## src/rtl/uart_tx_mmio.sv

```systemverilog
// uart_tx_mmio
//   Memory-mapped 8N1 UART transmitter on the CPU data bus. A write to TXDATA
//   queues one byte in a small FIFO. The FSM then sends queued bytes LSB first
//   on tx_o, with no gap between frames. STATUS reports the FIFO/FSM state and
//   a sticky overflow flag. Writing STATUS with bit 3 set clears that flag.
//
//   Ports
//     clk_i   system clock; all logic runs on the rising edge
//     rst_i   synchronous active-high reset
//     addr_i  CPU word address (TXDATA = BASE_ADDR, STATUS = BASE_ADDR+1)
//     data_i  CPU write data (only [7:0] used for TXDATA, [3] for STATUS)
//     we_i    write enable, sampled at the rising edge
//     data_o  registered read data, one cycle after the address is presented
//     sel_o   combinational decode: addr_i hits TXDATA or STATUS
//     tx_o    serial output, idle high
//
//   STATUS: [0] full [1] empty [2] busy [3] overflow [7:4] FIFO count
//
//   Bus handshake: there is no stall. A write with we_i high is always
//   consumed at that edge. A read is always answered on data_o after the edge.
module uart_tx_mmio #(
    parameter logic [15:0] BASE_ADDR      = 16'hFF00,
    parameter logic [15:0] CLK_DIV        = 16'd104,
    parameter int          FIFO_DEPTH_LOG = 2
) (
    input  logic        clk_i,
    input  logic        rst_i,
    input  logic [15:0] addr_i,
    input  logic [15:0] data_i,
    input  logic        we_i,
    output logic [15:0] data_o,
    output logic        sel_o,
    output logic        tx_o
);

    localparam int DEPTH = 2 ** FIFO_DEPTH_LOG;
    localparam logic [FIFO_DEPTH_LOG-1:0] PTR_ONE  = FIFO_DEPTH_LOG'(1);
    localparam logic [FIFO_DEPTH_LOG:0]   CNT_ONE  = (FIFO_DEPTH_LOG+1)'(1);
    localparam logic [FIFO_DEPTH_LOG:0]   CNT_FULL = (FIFO_DEPTH_LOG+1)'(DEPTH);

    typedef enum logic [1:0] {IDLE, START, DATA, STOP} state_t;

    // Address decode
    logic addr_txdata, addr_status;
    assign addr_txdata = (addr_i == BASE_ADDR);
    assign addr_status = (addr_i == BASE_ADDR + 16'd1);
    assign sel_o       = addr_txdata | addr_status;

    // The upper write byte has no function.
    logic unused_data_hi;
    assign unused_data_hi = ^data_i[15:8];

    // FIFO
    logic [7:0]                fifo_mem [DEPTH];
    logic [FIFO_DEPTH_LOG-1:0] wr_ptr_q, rd_ptr_q;
    logic [FIFO_DEPTH_LOG:0]   count_q;
    logic                      overflow_q;
    logic                      fifo_full, fifo_empty;
    logic                      push, pop, ovf_set, ovf_clr;

    assign fifo_full  = (count_q == CNT_FULL);
    assign fifo_empty = (count_q == '0);

    // A pop in the same cycle frees a slot, so a push into a full FIFO is still taken.
    assign push    = we_i & addr_txdata & (~fifo_full | pop);
    assign ovf_set = we_i & addr_txdata & fifo_full & ~pop;
    assign ovf_clr = we_i & addr_status & data_i[3];

    // Transmitter FSM and datapath
    state_t      state_q, state_d;
    logic [15:0] baud_q, baud_d;
    logic [2:0]  bit_idx_q, bit_idx_d;
    logic [7:0]  shift_q, shift_d;
    logic        tx_q, tx_d;
    logic        baud_done, advance;

    assign baud_done = (baud_q == '0);

    // State register (plus the datapath registers moved by the FSM)
    always_ff @(posedge clk_i) begin
        if (rst_i) begin
            state_q   <= IDLE;
            baud_q    <= '0;
            bit_idx_q <= '0;
            shift_q   <= '0;
            tx_q      <= 1'b1;
        end else begin
            state_q   <= state_d;
            baud_q    <= baud_d;
            bit_idx_q <= bit_idx_d;
            shift_q   <= shift_d;
            tx_q      <= tx_d;
        end
    end

    // Next-state logic
    always_comb begin
        state_d = state_q;
        pop     = 1'b0;
        case (state_q)
            IDLE: begin
                if (!fifo_empty) begin
                    pop     = 1'b1;
                    state_d = START;
                end
            end
            START: begin
                if (baud_done) state_d = DATA;
            end
            DATA: begin
                if (baud_done && bit_idx_q == 3'd7) state_d = STOP;
            end
            STOP: begin
                if (baud_done) begin
                    // Chain straight into the next start bit when more data is queued.
                    if (!fifo_empty) begin
                        pop     = 1'b1;
                        state_d = START;
                    end else begin
                        state_d = IDLE;
                    end
                end
            end
            default: state_d = IDLE;
        endcase
    end

    // Output/datapath logic. Every bit period reloads the baud counter and drives the next tx level.
    always_comb begin
        tx_d      = tx_q;
        bit_idx_d = bit_idx_q;
        baud_d    = baud_q;
        shift_d   = shift_q;
        // In IDLE the counter is parked at 0, so only a pop starts a frame.
        advance   = (state_q == IDLE) ? pop : baud_done;
        if (advance) begin
            baud_d = CLK_DIV - 16'd1;
            case (state_d)
                START: begin
                    shift_d = fifo_mem[rd_ptr_q];
                    tx_d    = 1'b0;
                end
                DATA: begin
                    bit_idx_d = (state_q == START) ? 3'd0 : bit_idx_q + 3'd1;
                    tx_d      = shift_q[bit_idx_d];
                end
                default: begin
                    // STOP bit, or back to IDLE with the line high
                    tx_d = 1'b1;
                    if (state_d == IDLE) baud_d = '0;
                end
            endcase
        end else if (state_q != IDLE) begin
            baud_d = baud_q - 16'd1;
        end
    end

    assign tx_o = tx_q;

    // FIFO storage and bookkeeping
    always_ff @(posedge clk_i) begin
        if (push && !rst_i) fifo_mem[wr_ptr_q] <= data_i[7:0];
    end

    always_ff @(posedge clk_i) begin
        if (rst_i) begin
            wr_ptr_q   <= '0;
            rd_ptr_q   <= '0;
            count_q    <= '0;
            overflow_q <= 1'b0;
        end else begin
            if (push) wr_ptr_q <= wr_ptr_q + PTR_ONE;
            if (pop)  rd_ptr_q <= rd_ptr_q + PTR_ONE;
            if (push && !pop)      count_q <= count_q + CNT_ONE;
            else if (pop && !push) count_q <= count_q - CNT_ONE;
            // A drop in the same cycle as a clear wins.
            if (ovf_set)      overflow_q <= 1'b1;
            else if (ovf_clr) overflow_q <= 1'b0;
        end
    end

    // Registered read port; reflects the state before this edge's updates.
    logic [15:0] status;
    assign status = {8'h00, 4'(count_q), overflow_q, (state_q != IDLE), fifo_empty, fifo_full};

    always_ff @(posedge clk_i) begin
        if (rst_i)            data_o <= '0;
        else if (addr_status) data_o <= status;
        else                  data_o <= '0;
    end

endmodule

```

## config.mk

```make
export PLATFORM = sky130hd
export DESIGN_NAME = uart_tx_mmio
export DESIGN_NICKNAME = d
export VERILOG_FILES = /design/src/rtl/uart_tx_mmio.sv
export SDC_FILE = /design/constraint.sdc
export NUM_CORES = 1
export LEC_CHECK = 0
export BUFFER_PORTS_ARGS = -buffer_cell sky130_fd_sc_hd__buf_2
export CORE_MARGIN = 1
export CORE_UTILIZATION = 25
export DETAILED_ROUTE_END_ITERATION = 12
export MAX_ROUTING_LAYER = met4
export PLACE_DENSITY = 0.42
export SYNTH_ARGS = -nofsm -noshare
export SYNTH_HDL_FRONTEND = slang
export SYNTH_SLANG_ARGS = --single-unit
```

## constraint.sdc

```tcl
create_clock -name clk_i -period 8.3 [get_ports clk_i]
set_input_delay 0.83 -clock clk_i [delete_from_list [all_inputs] [get_ports clk_i]]
set_output_delay 0.83 -clock clk_i [all_outputs]
set_load 0.1 [all_outputs]
```

==> results of run 1 <==
## final cells by class
type,count,share of cell area [%]
Clock buffer,10,5.397
Multi-Input combinational cell,229,38.72
Clock inverter,6,1.504
Sequential cell,77,43.88
Tap cell,180,5.308
Timing Repair Buffer,36,4.306
Inverter,10,0.8847
## registers in the layout (all words and copies together), names as in the netlist
signal      cells
rd_ptr_q        2
fifo_mem       32
wr_ptr_q        2
data_o          7
shift_q         8
count_q         3
state_q         2
overflow_q      1
bit_idx_q       3
tx_o            1
baud_q         16
## metrics by stage
step	util, %	instance area (um^2)	total power (uW)	hold WS, ps
after floorplan	-	3659	1192	430.2
after global placement	28.13	3950	1334	453.6
after detailed placement	28.13	3950	1338	463.7
after CTS	30.21	4243	1733	471.9
after global routing	30.21	4243	1845	501.3
final	30.21	4243	1710	466.4
## worst min-delay path: stages (launching register included)
cell     delay [ps]
dfxtp_1         310
nand2_1          50
mux2i_1          50
## where the power goes
group          leakage (uW)  switching (uW)  total (uW)  internal, uW
sequential         0.000653            74.2         529           454
clock              0.000139             156         389           233
combinational      0.000773             474         793           319
total               0.00157             704        1710          1010
## worst paths after layout
path / start / end / depth (start not counted)
setup / recovery: addr_i[1] / count_q[2] / 12
hold / removal: shift_q[7] / shift_q[7] / 2
setup reg to reg: baud_q[2] / count_q[2] / 11
hold reg to reg: shift_q[7] / shift_q[7] / 2
## logic make-up after synthesis
family	after synthesis	synth area share (%)
flops	77	51.31
compound gates	62	11.31
fa+ha+maj	14	5.035
simple gates	120	18.69
buf+inv	30	4.241
xor+xnor	12	2.897
other cells	1	0.1033
mux	12	6.414
## per-layer routing
layer	up-vias	track usage (%)	routed length [um]
li1	1264	-	-
met1	1199	13.85	3497
met2	61	17.77	3556
met3	14	2.602	298
met4	0	5.259	155
met5	-	-	0
## Yosys cell counts, types with 3 or more instances
library cell,count
nor3_1,7
clkbuf_1,10
edfxtp_1,32
o211ai_1,5
o31ai_1,9
inv_1,10
nor4_2,3
buf_4,9
nand2b_1,3
a21o_1,3
ha_1,13
o311ai_1,4
a31oi_1,3
xnor2_1,5
o21ai_0,8
and2_1,9
a21oi_1,15
o21ai_1,4
dfxtp_1,45
nor4_1,5
nand2_1,22
nand3_1,6
mux4_2,9
or3_1,5
mux2i_1,3
xor2_1,7
nor2_1,36
==> results.txt, run 1 <==
Worst Path Buf+Inv -> 2
post-route setup slack -> 4821 ps
Worst slew margin -> 52.89%
Layout Nets -> 412
H-Tree Depth -> 3
non-filler cells, final -> 548
cell taking the most area after synthesis -> edfxtp_1
Setup Fix Bufs, Post-CTS -> 0
Starting Density -> 25.84%
pre-CTS setup slack -> 4465 ps
chip height -> 122.5 um
first-pass GRT wire length -> 12.53 mm
IR drop worst, VDD -> 0.1396 mV
Final Hold Viols -> 0
core area -> 14040 um^2
Worst setup SP type -> input port
top-area cell type share of the netlist area -> 26.48%
highest-count cells in the layout ignoring fill and taps -> dfxtp_1, nor2_1, buf_2, edfxtp_1, nand2_1
placed cells -> 532
FFs w/ async S/R, synth -> 0%
filler instances -> 1442
Setup Viol. Count Final -> 0
largest net degree at the start of global routing -> 25
status -> finished clean
PwrDens -> 403.0 nW/um^2
initial antenna violation count -> 0
setup TNS -> 0 ps
Mapped Area -> 3628 um^2
worst path required time -> 8570 ps
row count -> 43
Post-synth EDFFs -> 32
flop2flop setup slack -> 4930 ps
Skew-Pair Late Insertion Delay -> 340 ps
Seq/Total Area, Yosys -> 51.31%
DR iter-0 viols -> 160
Slowest cell on crit path -> or4_1
clock transition time at the flip-flop clock pins of the worst setup and hold paths -> 60 ps
DP Wirelength -> 5.272 mm
die area -> 15000 um^2
post-route clock period utilization -> 41.91%
overall routed net length -> 7.507 mm
I/O pin count -> 53
worst-path fanout max -> 6
ys flop type -> dfxtp_1
Yosys reg bits -> 77
WS Path Type -> in2reg
vias in the first global route -> 2456
Final Max Tran Viols -> 0
global route overflow -> 0
GPL Wtd Cong -> 0.7019
Avg WL per Cell -> 13.70 um
f_max -> 0.2875 GHz
DRC Markers -> 0
Synth Warn # -> 0
Hold Buf Count CTS -> 0
die width -> 122.5 um
crit-path max cell delay -> 540 ps
PortBufs -> 35
most common cell after layout, fill and taps aside -> dfxtp_1
Root Driver -> clkbuf_16
RSZ-0062 raised after global routing -> no
Initial DRT Pass Iterations -> 4
vias per cell -> 4.631
total clock sinks -> 77
Bufs on Longest Clock Path -> 2
critical path endpoint category -> flip-flop
TritonCTS Buffers -> 9
CP Cell Sequence -> buf_2 > or4_1 > nor4_2 > nand2_1 > or2_1 > nor2_1 > ha_1 > inv_1 > fa_1 > xor2_1 > or3_1 > a21oi_1
synth unique cells -> 56
Avg Inst Size Synth -> 11.06 um^2
n_diodes -> 0
worst min path class -> reg2reg
largest cells by area after synthesis -> edfxtp_1, dfxtp_1, mux4_2, ha_1, nor2_1
max-cap viol count -> 0
post-CTS resize count -> 0
leakage -> 0.001566 uW
critical path's top delay family -> simple AND/OR/NAND/NOR gates
clk_skew -> 5.949 ps
P&R area growth vs syn -> 16.93%
TritonCTS clock tree -> yes
area of the multi-input gates -> 1643 um^2
layout cell share with drive strength beyond 1 -> 19.29%
Overall Global Routing Usage -> 11.36%
Worst Max-Slew Pin Slew -> 705.9 ps
Mapped Cells -> 328
vias -> 2538
antenna-violating nets left -> 0
min Tclk post-route -> 3479 ps
data arrival time of the worst path -> 3750 ps
Seq. cell area -> 1862 um^2
Note: power is estimated with default switching activity, not from simulation.
==> inputs of run 2 (changes only) <==
Clock period 8.3 ns to 3.4 ns, I/O delays scaled along.
==> results.txt, run 2 (same netlist as run 1, synthesis figures left out) <==
Slowest cell on crit path -> or4_4
TritonCTS clock tree -> yes
Placement Cell Area -> 3990 um^2
Seq. cell area -> 1862 um^2
DRC Markers -> 0
DP Wirelength -> 5.332 mm
first-pass GRT wire length -> 13.08 mm
Setup Fix Bufs, Post-CTS -> 0
worst path required time -> 3660 ps
I/O pin count -> 53
vias per cell -> 4.677
combinational share of power -> 46.3%
Final Max Tran Viols -> 0
Avg WL per Cell -> 13.90 um
IR drop worst, VDD -> 0.3918 mV
TritonCTS Buffers -> 9
total clock sinks -> 77
Regs by FF count -> fifo_mem x32, baud_q x16, shift_q x8
vias in the first global route -> 2646
clock transition time at the flip-flop clock pins of the worst setup and hold paths -> 70 ps
Psw -> 1799 uW
min Tclk post-route -> 2938 ps
layout cell share with drive strength beyond 1 -> 21.29%
Root Driver -> clkbuf_16
Worst Path Buf+Inv -> 1
P&R area growth vs syn -> 18.59%
WS Path Type -> reg2reg
Biggest register -> fifo_mem
critical path endpoint category -> flip-flop
post-CTS resize count -> 0
Final Instance Area -> 4303 um^2
PortBufs -> 35
Hold Buf Count CTS -> 0
pre-CTS setup slack -> 391.9 ps
critical path's top delay family -> simple AND/OR/NAND/NOR gates
Bufs on Longest Clock Path -> 2
initial antenna violation count -> 0
clk_skew -> 6.382 ps
global route overflow -> 0
largest net degree at the start of global routing -> 25
core area -> 14040 um^2
worst-path fanout max -> 6
Initial DRT Pass Iterations -> 4
max-cap viol count -> 0
RSZ-0062 raised after global routing -> no
sequential group share of total power -> 30.1%
Min Hold Slack -> 222.2 ps
Setup Viol. Count Final -> 0
crit-path max cell delay -> 560 ps
Worst Max-Slew Pin Slew -> 708.7 ps
Largest register FFs -> 32
post-route clock period utilization -> 86.40%
Overall Global Routing Usage -> 11.68%
CP Cell Sequence -> or4_4 > and4bb_4 > a21o_1 > a21oi_1 > nor2_1 > ha_2 > inv_2 > fa_2 > xor2_1 > or3_1 > a21oi_1
chip height -> 122.5 um
sw frac -> 41.78%
die area -> 15000 um^2
H-Tree Depth -> 3
DR iter-0 viols -> 110
row count -> 43
data arrival time of the worst path -> 3200 ps
highest-count cells in the layout ignoring fill and taps -> dfxtp_1, nor2_1, buf_2, edfxtp_1, nand2_1
area of the multi-input gates -> 1660 um^2
antenna-violating nets left -> 0
CP most frequent cell -> a21oi_1
Worst setup SP type -> flip-flop
Internal -> 2507 uW
GPL Wtd Cong -> 0.7639
filler instances -> 1445
die width -> 122.5 um
most common cell after layout, fill and taps aside -> dfxtp_1
Final Hold Viols -> 0
worst min path class -> in2reg
status -> finished clean
vias -> 2577
f_max -> 0.3404 GHz
part of the power in the clock network -> 23.6%
leakage -> 0.001607 uW
Worst slew margin -> 52.70%
overall routed net length -> 7.661 mm
Layout Nets -> 415
Starting Density -> 25.84%
post-route setup slack -> 462.4 ps
PwrDens -> 1001 nW/um^2
Skew-Pair Late Insertion Delay -> 330 ps
n_diodes -> 0
==> run 2: area by class of cell <==
class,count,share of cell area (%)
repair buffers,39,4.769
multi-input cells,229,38.59
clock buffers,9,5.234
inverters,10,0.8723
clock inverters,7,2.035
well taps,180,5.234
flip-flops and latches,77,43.27
==> run 2: per-stage QoR <==
step           util (%)  cells  total power [uW]  setup TNS [ps]
2_1_floorplan         -    336              2915          -546.4
3_3_place_gp      28.41    535              3296               0
4_1_cts           30.64    551              4352               0
5_1_grt           30.64    551              4641               0
3_5_place_dp      28.41    535              3311               0
6_report          30.64    551              4306               0
==> run 2: worst paths after layout <==
kind	from	endpoint	slack, ps	cells past startpoint
setup reg to reg	baud_q[11]	count_q[2]	460	11
setup / recovery	baud_q[11]	count_q[2]	460	11
hold reg to reg	overflow_q	overflow_q	470	2
hold / removal	data_i[2]	fifo_mem[2][2]	220	1
==> run 2: metal layers <==
metal | vias up | share of wire (%) | GRT usage [%]
met2 | 57 | 48 | 19.00
met3 | 8 | 3.3 | 2.556
met1 | 1234 | 47 | 13.98
met4 | 0 | 1.5 | 4.726
met5 | - | 0 | -
li1 | 1278 | - | -
==> run 2: power by group through the flow <==
stage                     logic (uW)  clock network (uW)  registers (uW)
after floorplan                 1640                   0            1270
after global placement          1980                   0            1320
after detailed placement        1990                   0            1320
after CTS                       2010                1050            1300
after global routing            2230                1080            1330
final                           1990                1020            1290
==> run 2: worst reg2reg max path, stage by stage (launching register included) <==
cell and delay, ps:
dfxtp_1 360, or4_4 560, and4bb_4 360, a21o_1 170, a21oi_1 140, nor2_1 140
ha_2 200, inv_2 40, fa_2 320, xor2_1 150, or3_1 300, a21oi_1 130
